File: src/rtl/id_operand_stage_if.sv
// id_operand_stage_if: IF/ID/EX handshake, decoder/regfile and forwarding bus of the operand stage.
interface id_operand_stage_if #(
    parameter int DATA_W    = 32,
    parameter int REG_AW    = 5,
    parameter int NSRC      = 3,
    parameter int NFWD      = 3,
    parameter int PAYLOAD_W = 64,
    parameter int CNT_W     = 16
);
    logic                   if_validout;
    logic [PAYLOAD_W-1:0]   if_to_id_bus;
    logic                   ex_allowin;
    logic                   id_allowin;
    logic                   id_validout;
    logic                   flush;
    logic [PAYLOAD_W-1:0]   payload_q;
    logic [NSRC*REG_AW-1:0] src_addr;
    logic [NSRC-1:0]        src_en;
    logic [NSRC*DATA_W-1:0] rf_rdata;
    logic [NFWD-1:0]        fwd_valid;
    logic [NFWD-1:0]        fwd_we;
    logic [NFWD*REG_AW-1:0] fwd_dest;
    logic [NFWD-1:0]        fwd_ready;
    logic [NFWD*DATA_W-1:0] fwd_data;
    logic [NSRC*DATA_W-1:0] opnd;
    logic [CNT_W-1:0]       stall_cnt;

    modport slave (
        input  if_validout, if_to_id_bus, ex_allowin, flush, src_addr, src_en, rf_rdata,
               fwd_valid, fwd_we, fwd_dest, fwd_ready, fwd_data,
        output id_allowin, id_validout, payload_q, opnd, stall_cnt
    );

    modport master (
        output if_validout, if_to_id_bus, ex_allowin, flush, src_addr, src_en, rf_rdata,
               fwd_valid, fwd_we, fwd_dest, fwd_ready, fwd_data,
        input  id_allowin, id_validout, payload_q, opnd, stall_cnt
    );
endinterface

File: src/rtl/id_operand_stage.sv
// id_operand_stage: ID pipeline register with forwarding-based operand resolution; stalls only on unready producers.
module id_operand_stage #(
    parameter int DATA_W    = 32,
    parameter int REG_AW    = 5,
    parameter int NSRC      = 3,
    parameter int NFWD      = 3,
    parameter int PAYLOAD_W = 64,
    parameter int CNT_W     = 16
) (
    input logic                clk,
    input logic                rst,
    id_operand_stage_if.slave  bus
);
    logic                   r_valid;
    logic [PAYLOAD_W-1:0]   r_payload;
    logic [CNT_W-1:0]       r_stall_cnt;
    logic [NSRC-1:0]        w_blocked;
    logic [NSRC*DATA_W-1:0] w_opnd;
    logic                   w_readygo;
    logic                   w_allowin;

    genvar k;
    for (k = 0; k < NSRC; k++) begin : g_src
        logic [REG_AW-1:0] w_addr;
        logic [DATA_W-1:0] w_sel;
        logic              w_blk;
        assign w_addr = bus.src_addr[k*REG_AW +: REG_AW];
        // Scan oldest to youngest so the youngest hit is the last one written.
        always_comb begin
            w_sel = bus.rf_rdata[k*DATA_W +: DATA_W];
            w_blk = 1'b0;
            for (int j = NFWD - 1; j >= 0; j--) begin
                if (bus.src_en[k] && w_addr != '0 && bus.fwd_valid[j] && bus.fwd_we[j] &&
                    bus.fwd_dest[j*REG_AW +: REG_AW] == w_addr) begin
                    w_sel = bus.fwd_data[j*DATA_W +: DATA_W];
                    w_blk = ~bus.fwd_ready[j];
                end
            end
        end
        assign w_opnd[k*DATA_W +: DATA_W] = (w_addr == '0) ? '0 : w_sel;
        assign w_blocked[k] = w_blk;
    end

    assign w_readygo       = ~|w_blocked;
    assign w_allowin       = ~r_valid | (w_readygo & bus.ex_allowin);
    assign bus.id_allowin  = w_allowin;
    assign bus.id_validout = r_valid & w_readygo & ~bus.flush;
    assign bus.payload_q   = r_payload;
    assign bus.opnd        = w_opnd;
    assign bus.stall_cnt   = r_stall_cnt;

    always_ff @(posedge clk) begin
        if (!rst) begin
            r_valid     <= 1'b0;
            r_payload   <= '0;
            r_stall_cnt <= '0;
        end else begin
            if (bus.flush)
                r_valid <= 1'b0;
            else if (w_allowin)
                r_valid <= bus.if_validout;
            if (bus.if_validout && w_allowin && !bus.flush)
                r_payload <= bus.if_to_id_bus;
            if (r_valid && !w_readygo && !bus.flush && r_stall_cnt != '1)
                r_stall_cnt <= r_stall_cnt + 1'b1;
        end
    end
endmodule

File: src/flat_wrapper.sv
// flat-port wrapper written by rule: the top's interface ports become plain ports
module id_operand_stage_flat 
#(
    parameter int DATA_W    = 32,
    parameter int REG_AW    = 5,
    parameter int NSRC      = 3,
    parameter int NFWD      = 3,
    parameter int PAYLOAD_W = 64,
    parameter int CNT_W     = 16
)
  (clk, rst, bus_if_validout, bus_if_to_id_bus, bus_ex_allowin, bus_flush, bus_src_addr, bus_src_en, bus_rf_rdata, bus_fwd_valid, bus_fwd_we, bus_fwd_dest, bus_fwd_ready, bus_fwd_data, bus_id_allowin, bus_id_validout, bus_payload_q, bus_opnd, bus_stall_cnt);
  id_operand_stage_if #(.DATA_W(DATA_W), .REG_AW(REG_AW), .NSRC(NSRC), .NFWD(NFWD), .PAYLOAD_W(PAYLOAD_W), .CNT_W(CNT_W)) bus_i ();
  input logic clk;
  input logic rst;
  input wire logic [$bits(bus_i.if_validout)-1:0] bus_if_validout;
  input wire logic [$bits(bus_i.if_to_id_bus)-1:0] bus_if_to_id_bus;
  input wire logic [$bits(bus_i.ex_allowin)-1:0] bus_ex_allowin;
  input wire logic [$bits(bus_i.flush)-1:0] bus_flush;
  input wire logic [$bits(bus_i.src_addr)-1:0] bus_src_addr;
  input wire logic [$bits(bus_i.src_en)-1:0] bus_src_en;
  input wire logic [$bits(bus_i.rf_rdata)-1:0] bus_rf_rdata;
  input wire logic [$bits(bus_i.fwd_valid)-1:0] bus_fwd_valid;
  input wire logic [$bits(bus_i.fwd_we)-1:0] bus_fwd_we;
  input wire logic [$bits(bus_i.fwd_dest)-1:0] bus_fwd_dest;
  input wire logic [$bits(bus_i.fwd_ready)-1:0] bus_fwd_ready;
  input wire logic [$bits(bus_i.fwd_data)-1:0] bus_fwd_data;
  output wire logic [$bits(bus_i.id_allowin)-1:0] bus_id_allowin;
  output wire logic [$bits(bus_i.id_validout)-1:0] bus_id_validout;
  output wire logic [$bits(bus_i.payload_q)-1:0] bus_payload_q;
  output wire logic [$bits(bus_i.opnd)-1:0] bus_opnd;
  output wire logic [$bits(bus_i.stall_cnt)-1:0] bus_stall_cnt;
  assign bus_i.if_validout = bus_if_validout;
  assign bus_i.if_to_id_bus = bus_if_to_id_bus;
  assign bus_i.ex_allowin = bus_ex_allowin;
  assign bus_i.flush = bus_flush;
  assign bus_i.src_addr = bus_src_addr;
  assign bus_i.src_en = bus_src_en;
  assign bus_i.rf_rdata = bus_rf_rdata;
  assign bus_i.fwd_valid = bus_fwd_valid;
  assign bus_i.fwd_we = bus_fwd_we;
  assign bus_i.fwd_dest = bus_fwd_dest;
  assign bus_i.fwd_ready = bus_fwd_ready;
  assign bus_i.fwd_data = bus_fwd_data;
  assign bus_id_allowin = bus_i.id_allowin;
  assign bus_id_validout = bus_i.id_validout;
  assign bus_payload_q = bus_i.payload_q;
  assign bus_opnd = bus_i.opnd;
  assign bus_stall_cnt = bus_i.stall_cnt;
  id_operand_stage #(.DATA_W(DATA_W), .REG_AW(REG_AW), .NSRC(NSRC), .NFWD(NFWD), .PAYLOAD_W(PAYLOAD_W), .CNT_W(CNT_W)) u_core (.clk(clk), .rst(rst), .bus(bus_i));
endmodule
File: config.mk
export PLATFORM = sky130hd
export DESIGN_NAME = id_operand_stage_flat
export DESIGN_NICKNAME = d
export VERILOG_FILES = /design/src/rtl/id_operand_stage_if.sv /design/src/rtl/id_operand_stage.sv /design/src/flat_wrapper.sv
export SDC_FILE = /design/constraint.sdc
export NUM_CORES = 1
export LEC_CHECK = 0
export CAP_MARGIN = 0
export CORE_AREA = 2 2 190 192
export CTS_BUF_LIST = sky130_fd_sc_hd__clkbuf_2 sky130_fd_sc_hd__clkbuf_4 sky130_fd_sc_hd__clkbuf_8
export DETAILED_ROUTE_END_ITERATION = 7
export DIE_AREA = 0 0 192 194
export DONT_BUFFER_PORTS = 1
export MAX_ROUTING_LAYER = met4
export PLACE_DENSITY = 0.44
export SYNTH_ARGS = -nofsm -noshare
export SYNTH_HDL_FRONTEND = slang
export SYNTH_SLANG_ARGS = --single-unit
File: constraint.sdc
create_clock -name clk -period 4.9 [get_ports clk]
set_input_delay 1.225 -clock clk [delete_from_list [all_inputs] [get_ports clk]]
set_output_delay 1.225 -clock clk [all_outputs]
set_load 0.005 [all_outputs]
==> impl_metrics.toml, run 1 <==
[yosys]
syn_avg_cell_area_um2 = 6.86
netlist_instances = 1016
synthFlopType = "dfxtp_1"
yosysSeqAreaShare_pct = 23.3
netlist_area_um2 = 6970
async_reset_ff_share_pct = 0
yosys_register_bits = 81
synthesis.nets = 1320
ys_warn_count = 0
synth_edf_count = 0
synth_cell_types = 42

[clocking]
cts.sink_count = 81
cts-resized-gates = 0
postCtsSetupBuffers = 0
clockRootBuffer = "clkbuf_8"
clockBufferDepth = 2
numCtsBuffers = 9
cts.htree.levels = 3
cts_hold_buf = 0

[sta]
worstEpCategory = "output port"
worst_endpoint = "bus_id_allowin"

[floorplan]
rows = 69
ios = 481
start_util_pct = 19.8
die_w_um = 192
die_height_um = 194

[place]
io_buffer_count = 0
place_hpwl_um = 26200
gp_congestion = 0.882

[grt]
antenna_found_initial = 10
grt_pass1_wl_um = 45900
grt_max_degree = 134
grt_pass1_vias = 7079
grt_usage_pct = 17.0
grt-ovfl-total = 0

[outcome]
stop_stage = "detailed routing"
status = "aborted with a tool error"
error = "[ERROR DRT-0255] Maze Route cannot find path of net clk in worker of routeBox ( 144900 0 ) ( 192000 48300 )."
per-layer routing:
metal  GRT usage, %
met3           4.89
met2           30.5
met1           16.6
met4           8.20
met5              -
cells in the mapped netlist (all sizes together) (2+ instances only):
cell    number  area share [%]
xnor2       35             4.4
xor2        14             1.8
clkbuf      68             3.8
o211ai       3            0.32
a211oi      97              10
a21oi      105             7.5
nand2       74             4.0
or3          3            0.27
nor3         7            0.50
inv          6            0.32
dfxtp       81              23
and3         3            0.27
nand2b       4            0.36
o31ai        8            0.93
or2          2            0.18
nor2       203              11
buf         26             1.9
nand4       10            0.90
o21ai       73             5.3
nand3       73             5.2
or4         12             1.3
nor4         3            0.57
mux2i       97              14
stage by stage:
| stage | setup WS, ps | utilization [%] | cells | hold WS (ps) | instance area, um^2 |
|---|---|---|---|---|---|
| 2_1_floorplan | 491 | - | 1016 | 445 | 6970 |
| 3_3_place_gp | 132 | 21.3 | 1412 | 457 | 7510 |
| 3_5_place_dp | 132 | 21.3 | 1412 | 461 | 7510 |
| 4_1_cts | 116 | 21.9 | 1428 | 472 | 7710 |
| 5_1_grt | 8.26 | 22.0 | 1438 | 497 | 7740 |
cells by family after synthesis:
kind of cell             share of synthesized area (%)
AND/OR/NAND/NOR                                   25.0
buffers and inverters                             5.96
flip-flops                                        23.3
XOR/XNOR                                          6.16
multiplexers                                      13.9
adder cells (fa/ha/maj)                          0.180
AO/OA/AOI/OAI                                     25.5
==> run 2, diff against run 1 <==
==> config.mk (replaced) <==
export PLATFORM = sky130hd
export DESIGN_NAME = id_operand_stage_flat
export DESIGN_NICKNAME = d
export VERILOG_FILES = /design/src/rtl/id_operand_stage_if.sv /design/src/rtl/id_operand_stage.sv /design/src/flat_wrapper.sv
export SDC_FILE = /design/constraint.sdc
export NUM_CORES = 1
export LEC_CHECK = 0
export CAP_MARGIN = 0
export CORE_AREA = 2 2 186 188
export DETAILED_ROUTE_END_ITERATION = 7
export DIE_AREA = 0 0 188 190
export DONT_BUFFER_PORTS = 1
export PLACE_DENSITY_LB_ADDON = 0.15
export SYNTH_ARGS = -nofsm -noshare
export SYNTH_HDL_FRONTEND = slang
export SYNTH_SLANG_ARGS = --single-unit
==> run 2 against run 1 <==
Net effect:
- the run now ends clean
- synthesized area did not move
- global-route usage increased by 0.84 points
- synthesized cell count unchanged
==> impl_metrics.toml, run 2 <==
[floorplan]
core_area_um2 = 33900
ios = 481
start_util_pct = 20.5
die_w_um = 188
die_area_um2 = 35700
die_height_um = 190
rows = 68

[setup_path]
cpPeakStageDelay_ps = 590
path_max_fanout = 7
rr_startpoint = "u_core.bus.stall_cnt[3]"
worstSetupStartpointType = "input port"
reg2reg_to = "u_core.bus.stall_cnt[1]"
critPathTopFamily = "simple AND/OR/NAND/NOR gates"
critPathSlowestCell = "or4_1"
cp_num_buf_inv = 1
endpoint_kind = "output pin"
crit_required_ps = 3670
path_cells = "or4_1 > o21ai_1 > or4_2 > o22ai_1 > a211o_1 > or2_2 > o21ai_0 > buf_4"
worstRegToRegCells = 7
critPathKind = "in -> out"
ff2ff_setup_slack_ps = 2270
crit_arrival_ps = 3500

[finish]
largest_register_ffs = 64
layout.nets = 1264
final_common_cell = "nor2_1"
syn_to_final_growth_pct = 12.0
final_cell_mix = "nor2_1 (200), a21oi_1 (105), mux2i_1 (97), a211oi_1 (97), dfxtp_1 (81)"
fin_util_pct = 23.0
design_area_um2 = 7800
drive_above_1_share_pct = 6.32

[worst_hold_path]
min_from = "u_core.bus.payload_q[61]"
hold_class = "reg -> reg"
whs_path_depth = 2
hold_end = "u_core.bus.payload_q[61]"

[yosys]
syn_avg_cell_area_um2 = 6.86
yosysSeqAreaShare_pct = 23.3
synth_cell_types = 42
synth_largest_area_cell = "dfxtp_1"
netlist_instances = 1016
synthFlopType = "dfxtp_1"
synth.area.top_cells = "dfxtp_1 (23%), mux2i_1 (14%), nor2_1 (11%), a211oi_1 (10%), a21oi_1 (7.5%)"
ys_warn_count = 0
yosys-top-cells-count = "nor2_1 (202), a21oi_1 (105), a211oi_1 (97), mux2i_1 (97), dfxtp_1 (81)"
synth_top_area_share_pct = 23.3
yosys_register_bits = 81
synthesis.nets = 1320
async_reset_ff_share_pct = 0
synth.most_common_cell = "nor2_1"
netlist_area_um2 = 6970
synth_edf_count = 0

[power]
seq_power_share_pct = 43.1
vdd_drop_max_v = 0.000162
p_sw_share_pct = 27.8
p_leak_nw = 2.44
p_clk_share_pct = 40.7
comb_power_share_pct = 16.2
p_sw_mw = 0.465
cellInternalPower_mw = 1.21
power_density_nw_per_um2 = 215

[place]
io_buffer_count = 0
placed_area_um2 = 7490
place_hpwl_um = 26400
gp_congestion = 0.882

[route]
drt_wl_total_um = 33700
wl_per_cell_um = 23.7
first_iter_violations = 434
drc = 0
detail-route-antenna-nets = 0
vias = 7321
viasPerCell = 5.14
drt_pass1_iterations = 5

[grt]
grt_pass1_wl_um = 47900
antenna_found_initial = 5
grt_usage_pct = 17.8
grt_pass1_vias = 7076
grt-ovfl-total = 0
grt_max_degree = 134

[clocking]
numCtsBuffers = 9
cts.htree.levels = 3
clockRootBuffer = "clkbuf_16"
postCtsSetupBuffers = 0
cts.sink_count = 81
insertion_delay_ps = 340
cts_tree = "built"
clockBufferDepth = 2
cts-resized-gates = 0
cts_hold_buf = 0
clkSlewWorstSetupHoldPaths_ps = 60

[sta]
max_freq_ghz = 0.212
fin_tns_setup_ps = 0
fin_skew_ps = 7.05
finalHoldViolCount = 0
tightest_slew_ps = 871
fin_crit_sh_pct = 96.3
setup_viol = 0
period_needed_ps = 4720
rsz0062_at_grt = "false"
slew_headroom_pct = 41.5
slew_violations = 0

[outcome]
status = "finished, final reports clean"

[job]
maxCapViolCount = 0
-- run 2: cell counts after synthesis --
No cell type changed its count.
-- run 2: area by class of cell --
class | count | area, um^2
well taps | 455 | 569
repair buffers | 27 | 278
clock buffers | 9 | 225
clock inverters | 7 | 78.8
inverters | 6 | 22.5
flip-flops and latches | 81 | 1620
multi-input cells | 835 | 4990
fillers | 3843 | 26100
diodes | 5 | 12.5
-- run 2: worst max-delay path by stage --
stage,slack [ps],start,end,cells past startpoint
detailed placement,160,bus_src_addr[5],bus_id_allowin,8
finish,180,bus_src_addr[5],bus_id_allowin,8
global route,70,bus_src_addr[10],bus_opnd[78],8
CTS,160,bus_src_addr[5],bus_id_allowin,8
global placement,120,bus_src_addr[5],bus_id_allowin,8
floorplan,490,bus_src_addr[11],bus_id_allowin,8
-- run 2: cells by family after synthesis --
logic type / count (synthesis) / synth area share, %
DFF: 81 / 23.3
AOI/OAI and AO/OA: 291 / 25.5
adders and majority gates: 1 / 0.180
xor gates and xnor gates: 49 / 6.16
buffers and inverters: 100 / 5.96
and+or+nand+nor: 397 / 25.0
muxes: 97 / 13.9
-- run 2: through the flow --
step,setup WS (ps),hold slack [ps],power (mW),cells
after floorplan,491,445,0.957,1016
after global placement,118,455,1.01,1404
after detailed placement,163,462,1.01,1404
after CTS,160,471,1.71,1420
after global routing,67.9,481,1.77,1425
final,180,467,1.68,1425
-- run 2: power groups by stage --
| stage | clock, mW | combinational, mW | sequential (mW) |
|---|---|---|---|
| floorplan | 0 | 0.230 | 0.727 |
| global placement | 0 | 0.274 | 0.738 |
| finish | 0.682 | 0.271 | 0.722 |
| CTS | 0.707 | 0.275 | 0.723 |
| detailed placement | 0 | 0.274 | 0.738 |
| global route | 0.733 | 0.306 | 0.726 |
-- run 2: worst min-delay path: cells and delay by family (launching register included) --
kind / cells / cell delay (ps)
flops: 1 / 320
simple gates: 1 / 60
compound gates: 1 / 50
-- run 2: routing by layer --
| layer | part of all wire [%] | global-route usage [%] | vias to the layer above | wire length [um] |
|---|---|---|---|---|
| met5 | 0 | 0 | - | 0 |
| met4 | 2.7 | 7.45 | 0 | 895 |
| met3 | 9.9 | 6.88 | 42 | 3330 |
| met2 | 51 | 32.3 | 351 | 17300 |
| met1 | 36 | 18.3 | 3392 | 12200 |
| li1 | - | - | 3536 | - |
Note: power is estimated with default switching activity, not from simulation.
